===== src/rtl/div4b_seq.sv =====
// Sequential restoring divider: zi = xi / yi, ri = xi % yi, one shift/trial-subtract per clock.
// Latency: done pulses WIDTH edges after the init edge (1 edge for a zero divisor).
// Backpressure: none; init is ignored while busy, so the caller waits for done.
module div4b_seq #(
    parameter int WIDTH = 4
) (
    input  logic             clk,
    input  logic             rst,
    input  logic             init,
    input  logic [WIDTH-1:0] xi,
    input  logic [WIDTH-1:0] yi,
    output logic [WIDTH-1:0] zi,
    output logic [WIDTH-1:0] ri,
    output logic             done,
    output logic             busy,
    output logic             dz
);

    localparam int CW = $clog2(WIDTH);

    typedef enum logic [1:0] {
        IDLE,
        CALC,
        DONE
    } state_t;

    state_t           state;
    logic [WIDTH-1:0] q;
    logic [WIDTH-1:0] d;
    // The partial remainder is always below d, so its extra top bit is
    // implicitly zero and only exists inside the shifted trial value.
    logic [WIDTH-1:0] r;
    logic [CW-1:0]    count;
    logic             dz_pend;

    logic [WIDTH:0]   r_sh;
    logic [WIDTH:0]   t;
    logic             no_borrow;
    logic [WIDTH-1:0] r_nx;
    logic [WIDTH-1:0] q_nx;

    always_comb begin
        r_sh      = {r, q[WIDTH-1]};
        t         = r_sh - {1'b0, d};
        no_borrow = ~t[WIDTH];
        r_nx      = no_borrow ? t[WIDTH-1:0] : r_sh[WIDTH-1:0];
        q_nx      = {q[WIDTH-2:0], no_borrow};
    end

    always_ff @(posedge clk or negedge rst) begin
        if (!rst) begin
            state   <= IDLE;
            q       <= '0;
            d       <= '0;
            r       <= '0;
            count   <= '0;
            dz_pend <= 1'b0;
            zi      <= '0;
            ri      <= '0;
            done    <= 1'b0;
            busy    <= 1'b0;
            dz      <= 1'b0;
        end else begin
            case (state)
                IDLE: begin
                    done <= 1'b0;
                    if (init) begin
                        q       <= xi;
                        d       <= yi;
                        r       <= '0;
                        // A zero divisor spends a single CALC cycle so its
                        // result still appears one edge after init.
                        dz_pend <= (yi == '0);
                        count   <= (yi == '0) ? '0 : CW'(WIDTH - 1);
                        busy    <= 1'b1;
                        state   <= CALC;
                    end
                end
                CALC: begin
                    q     <= q_nx;
                    r     <= r_nx;
                    count <= count - CW'(1);
                    if (count == '0) begin
                        zi    <= dz_pend ? '1 : q_nx;
                        ri    <= dz_pend ? q : r_nx;
                        dz    <= dz_pend;
                        done  <= 1'b1;
                        state <= DONE;
                    end
                end
                DONE: begin
                    done  <= 1'b0;
                    busy  <= 1'b0;
                    state <= IDLE;
                end
                default: begin
                    done  <= 1'b0;
                    busy  <= 1'b0;
                    state <= IDLE;
                end
            endcase
        end
    end

endmodule

===== config.mk =====
export PLATFORM = sky130hd
export DESIGN_NAME = div4b_seq
export DESIGN_NICKNAME = d
export VERILOG_FILES = /design/src/rtl/div4b_seq.sv
export SDC_FILE = /design/constraint.sdc
export NUM_CORES = 1
export LEC_CHECK = 0
export ABC_AREA = 1
export CAP_MARGIN = 20
export CORE_ASPECT_RATIO = 2
export CORE_UTILIZATION = 40
export DETAILED_ROUTE_END_ITERATION = 10
export PLACE_DENSITY = 0.66
export SLEW_MARGIN = 10
export SYNTH_ARGS = -nofsm -noshare
export SYNTH_HDL_FRONTEND = slang
export SYNTH_SLANG_ARGS = --single-unit

===== constraint.sdc =====
create_clock -name clk -period 1.9 [get_ports clk]
set_input_delay 0.38 -clock clk [delete_from_list [all_inputs] [get_ports clk]]
set_output_delay 0.38 -clock clk [all_outputs]
set_load 0.05 [all_outputs]

==> results of run 1 <==
## metrics by stage
step                instances  cell area (um2)  setup WS [ns]  utilization (%)
finish                    230             1770         0.0785             51.2
CTS                       228             1750         0.0451             50.6
detailed placement        225             1710         0.0601             49.4
global route              230             1770        0.00360             51.2
floorplan                 157             1470          0.244                -
global placement          225             1710          0.137             49.4
## path summary, 6_finish.rpt
path                            slack (ns)                end
worst min register to register        0.49   busy$_DFFE_PN0P_
max in group asynchronous             1.16   r[1]$_DFFE_PN0P_
min in group clk                      0.49   busy$_DFFE_PN0P_
worst max register to register        0.10   q[0]$_DFFE_PN0P_
worst max-delay path                  0.08              zi[1]
worst min-delay path                  0.47  zi[3]$_DFFE_PN0P_
## per-layer routing
layer / up-vias / global-route usage (%)
li1: 565 / -
met1: 563 / 20.2
met3: 4 / 1.44
met5: - / 0
met2: 19 / 34.9
met4: 0 / 5.23
## flip-flops by register name, indices dropped and copies added (netlist names)
| register | count |
|---|---|
| state | 2 |
| busy | 1 |
| zi | 4 |
| d | 4 |
| dz_pend | 1 |
| count | 2 |
| ri | 4 |
| q | 4 |
| dz | 1 |
| r | 4 |
| done | 1 |
## cells by family after synthesis
| family | share of synthesized area, % |
|---|---|
| simple gates | 25.7 |
| compound gates | 12.5 |
| flops | 47.8 |
| buf+inv | 7.85 |
| fa+ha+maj | 5.63 |
| xor+xnor | 0.597 |
## worst reg2reg max path, stage by stage, from the launching register on
cell      delay [ns]
dfrtp_1         0.36
inv_1           0.07
ha_2            0.21
fa_2            0.35
inv_1           0.08
nand3_1         0.08
nand3_2         0.16
nand2_4         0.10
buf_4           0.14
nand2_1         0.04
o211ai_1        0.08
## cell usage in the layout, fill, tap and decap left out, drive strengths merged
cell type	Yosys	layout
a21boi	1	1
a21oi	5	5
a22oi	4	4
a2bb2oi	3	3
buf	2	12
clkbuf	0	3
clkdlybuf4s50	0	12
dfrtp	28	28
fa	1	1
ha	5	5
inv	25	25
nand2	37	37
nand3	18	18
nand3b	2	2
nand4	2	2
nor2	5	5
o211ai	2	2
o21ai	15	15
or2	1	1
xor2	1	1
## cell type report
class | count | area [um2] | share of cell area (%)
Clock buffer | 3 | 41.3 | 2.34
Inverter | 25 | 98.8 | 5.59
Multi-Input combinational cell | 102 | 656 | 37.1
Sequential cell | 28 | 701 | 39.7
Tap cell | 48 | 60.1 | 3.40
Timing Repair Buffer | 24 | 210 | 11.9
## what timing repair did
item | CTS | global route
endpoints found under the hold margin | 0 | 0
setup buffers | 0 | 2
hold buffers | 0 | 0
endpoints found under the setup margin | 0 | 9
resized for setup | 0 | 2
==> qor.txt, run 1 <==
Metal-1 WL: 1210 um
Final #Nets: 201
Crit path buf inv count: 1
Setup crit start kind: flop
Share of cells above drive strength 1: 20.9%
Ant diodes: 0
Worst Reg-to-Reg Cells: 10
Status: complete, no violations
CP peak stage delay: 0.81 ns
Initial antenna violation count: 0
Synth area leader: dfrtp_1
Total track usage: 18.1%
Largest net degree at the start of global routing: 29
Clock Latency Late Sink: 0.26 ns
Core ar.: 0.00345 mm2
Slew headroom: 66.1%
Ys flop type: dfrtp_1
WL met2: 1820 um
Met3 Wirelength: 56 um
Hold Crit Class: in2async
Post-synth EDFFs: 0
Vias in the first global route: 1190
Distinct cells, synth: 30
CTS Buffer Depth: 2
Crit path time final: 1.82 ns
Final setup viols: 0
Routability Congestion: 0.857
CP startpoint: zi[1]$_DFFE_PN0P_
DR DRC count: 0
Root Driver: clkbuf_8
Syn. warnings: 0
Sequential share of the synthesized area: 47.8%
Gate Count Post-Synth: 157
Num CTS Buffers: 3
Chip width: 44.8 um
Overflow after GRT: 0
Fill cells: 347
RSZ-0062 raised after global routing: false
Max-Cap Viols: 0
HPWL Detailed: 2480 um
Routed length per instance: 13.6 um
DRT antenna net count: 0
Crit path DAT: 1.44 ns
FMAX: 0.549 GHz
Drt first-iter violations: 25
CTS tree: built
Die ar.: 0.00393 mm2
Drt first pass iters: 4
Crit path max fanout: 2
Synth top area share: 47.8%
Setup TNS: 0 ns
Chip Height: 87.6 um
Required time worst endpoint: 1.52 ns
Initial Utilization: 42.5%
Vias per cell: 5.00
WS Path Type: reg2out
Syn_nets: 174
Area growth from synthesis to layout: 20.5%
H-tree depth: 1
Routed wire length: 3130 um
Io pins: 22
FF-to-FF Start: q[3]$_DFFE_PN0P_
Synth top area cells: dfrtp_1 48%, nand2_1 7.2%, inv_1 5.1%, nand3_1 5.1%, o21ai_0 4.4%
Syn Std Cell Area: 0.00147 mm2
Row cnt: 30
Top Metal Used: met4
Cell family with most CP delay: buffers and inverters
Syn avg cell area: 9.34 um2
Element type at the critical path end: output pin
Max Clock Skew: 0.00296 ns
Clock sink count: 28
Post-route clock period utilization: 95.9%
Via count: 1151
Max stage delay cell, worst path: clkdlybuf4s50_1
WHS: 0.472 ns
Synth top cells by count: 28 x dfrtp_1, 28 x nand2_1, 20 x inv_1, 15 x nand3_1, 13 x o21ai_0
Global-route wire length before repair: 5350 um
Sequence of cells on the critical path: clkdlybuf4s50_1
Clk slew on worst S/H paths: 0.09 ns
Port bufs: 21
Yosys reg bits: 28
Fin. max-slew vios: 0
Levels on crit path: 1
Final-report hold violation count: 0
Worst-margin pin slew: 0.507 ns
Post-synth ARST share: 100%
Power of run 1 is not shown: default switching activity piles up to over one toggle a cycle in this logic, so the estimate is an artifact.
==> run 2: changes to the inputs <==
Settings changed: SLEW_MARGIN 10 to not set.
Clock period 1.9 ns to 2.11 ns, I/O delays scaled along.
==> qor.txt, run 2 (synthesis gave the netlist of run 1 again) <==
Status: complete, no violations (unchanged)
Total track usage: 18.5% (was 18.1%)
Crit path buf inv count: 1 (unchanged)
Net Switching: 1.66 mW
Setup crit start kind: flop (unchanged)
Final #Nets: 199 (was 201)
CTS tree: built (unchanged)
Post-route clock period utilization: 90.0%
FF-to-FF Start: q[3]$_DFFE_PN0P_ (unchanged)
Drt first-iter violations: 24 (was 25)
CP startpoint: dz$_DFFE_PN0P_ (was zi[1]$_DFFE_PN0P_)
Final Core Density: 51.6% (was 51.2%)
Pleak: 0.858 nW
Register area: 701 um2 (unchanged)
Chip Height: 87.6 um (unchanged)
Initial antenna violation count: 0 (unchanged)
Max-Cap Viols: 0 (unchanged)
HPWL Detailed: 2540 um (was 2480 um)
Chip width: 44.8 um (unchanged)
Sw Ratio: 49.6%
Cell family with most CP delay: buffers and inverters (unchanged)
WS Path Type: reg2out (unchanged)
Global-route wire length before repair: 5260 um (was 5350 um)
Hold Crit Class: reg2reg (was in2async)
Routed wire length: 3220 um (was 3130 um)
Slew headroom: 66.6% (was 66.1%)
Fin. max-slew vios: 0 (unchanged)
Clock Latency Late Sink: 0.28 ns (was 0.26 ns)
Comb pwr share: 61.6%
Final-report hold violation count: 0 (unchanged)
Port bufs: 21 (unchanged)
Vias in the first global route: 1226 (was 1190)
Fill cells: 339 (was 347)
Overflow after GRT: 0 (unchanged)
Num CTS Buffers: 3 (unchanged)
Via count: 1152 (was 1151)
Largest net degree at the start of global routing: 29 (unchanged)
Post-CTS setup buffers: 0 (unchanged)
Peak supply drop: 1030 uV
CTS Buffer Depth: 2 (unchanged)
Die ar.: 0.00393 mm2 (unchanged)
Core ar.: 0.00345 mm2 (unchanged)
Ant diodes: 0 (unchanged)
Routed length per instance: 14.1 um (was 13.6 um)
P_int: 1.69 mW
Power share of the clock group: 10.0%
Row cnt: 30 (unchanged)
Final setup margin: 0.211 ns (was 0.0785 ns)
Sequential power share: 28.4%
FMAX: 0.527 GHz
Final Cell Area: 0.00178 mm2 (was 0.00177 mm2)
Drt first pass iters: 4 (unchanged)
Area growth from synthesis to layout: 21.6% (was 20.5%)
Worst Min Path Start: busy$_DFFE_PN0P_
Crit path time final: 1.90 ns
Post-CTS resize count: 0 (unchanged)
Post-place instance area: 0.00173 mm2 (was 0.00171 mm2)
Share of cells above drive strength 1: 14.4% (was 20.9%)
Sequence of cells on the critical path: clkdlybuf4s50_1 (unchanged)
Worst-margin pin slew: 0.500 ns (was 0.507 ns)
Initial Utilization: 42.5% (unchanged)
Element type at the critical path end: output pin (unchanged)
Max Clock Skew: 0.00449 ns (was 0.00296 ns)
Placed insts: 225 (unchanged)
Area occupied by multi-input gates: 651 um2 (was 656 um2)
Most frequent cells in the layout: 28 x nand2_1, 28 x dfrtp_1, 21 x clkdlybuf4s50_1 (was 28 x nand2_1, 28 x dfrtp_1, 20 x inv_1)
Non-Filler Instances: 229 (was 230)
Cts hold-fix bufs: 0 (unchanged)
Final setup viols: 0 (unchanged)
RSZ-0062 raised after global routing: false (unchanged)
Max stage delay cell, worst path: clkdlybuf4s50_1 (unchanged)
R2r setup slk: 0.22 ns (was 0.10 ns)
Setup TNS: 0 ns (unchanged)
Crit path max fanout: 2 (unchanged)
CP peak stage delay: 0.81 ns (about the same)
Clock sink count: 28 (unchanged)
DP Worst Slack: 0.238 ns (was 0.0601 ns)
Required time worst endpoint: 1.69 ns (was 1.52 ns)
Clk slew on worst S/H paths: 0.09 ns (about the same)
Routability Congestion: 0.867 (was 0.857)
Io pins: 22 (unchanged)
Pwr/cell area: 1880 mW/mm2
DR DRC count: 0 (unchanged)
DRT antenna net count: 0 (unchanged)
Vias per cell: 5.03 (was 5.00)
Root Driver: clkbuf_8 (unchanged)
H-tree depth: 1 (unchanged)
Crit path DAT: 1.48 ns (was 1.44 ns)
==> run 2: worst register-to-register path: cells and delay by family (launching register included) <==
family                   cells  cell delay [ns]
flip-flops                   1             0.36
buffers and inverters        2             0.16
adder cells (fa/ha/maj)      2             0.64
AND/OR/NAND/NOR              7             0.63
==> run 2: layer usage <==
metal / wire length [um] / vias to the layer above / track usage (%)
met5: 0 / - / 0
met4: 87 / 0 / 7.99
met3: 35 / 9 / 2.06
met2: 1920 / 14 / 36.0
met1: 1180 / 565 / 18.4
li1: - / 564 / -
==> run 2: per-stage QoR <==
step                      hold slack, ns  power, mW
final                              0.499       3.35
after global routing               0.533       3.63
after CTS                          0.504       3.38
after detailed placement           0.481       3.03
after global placement             0.467       2.97
after floorplan                    0.126       2.53
==> run 2: worst paths after layout <==
path                                           to  depth (start not counted)
min in group asynchronous        q[2]$_DFFE_PN0P_                          2
worst min register to register   busy$_DFFE_PN0P_                          2
max in group asynchronous        r[1]$_DFFE_PN0P_                          2
worst max-delay path                           dz                          1
worst min-delay path             busy$_DFFE_PN0P_                          2
worst max register to register  ri[1]$_DFFE_PN0P_                         11
==> run 2: area by class of cell <==
cell class	count	area share [%]
Sequential cell	28	39.3
Multi-Input combinational cell	102	36.5
Timing Repair Buffer	22	12.2
Inverter	25	5.54
Tap cell	48	3.37
Clock buffer	4	3.09
==> run 2: power groups by stage <==
stage | sequential, mW | clock, mW | combinational [mW]
global placement | 0.958 | 0 | 2.01
detailed placement | 0.964 | 0 | 2.07
floorplan | 1.22 | 0 | 1.31
finish | 0.949 | 0.336 | 2.06
CTS | 0.953 | 0.340 | 2.09
global route | 0.975 | 0.358 | 2.29
Power figures use the tool's default switching activity.
==> run 3: changes to the inputs <==
Settings changed: SLEW_MARGIN set to 40.
==> results of run 3 <==
Final layout, timing and power as in run 2 (identical DEF).
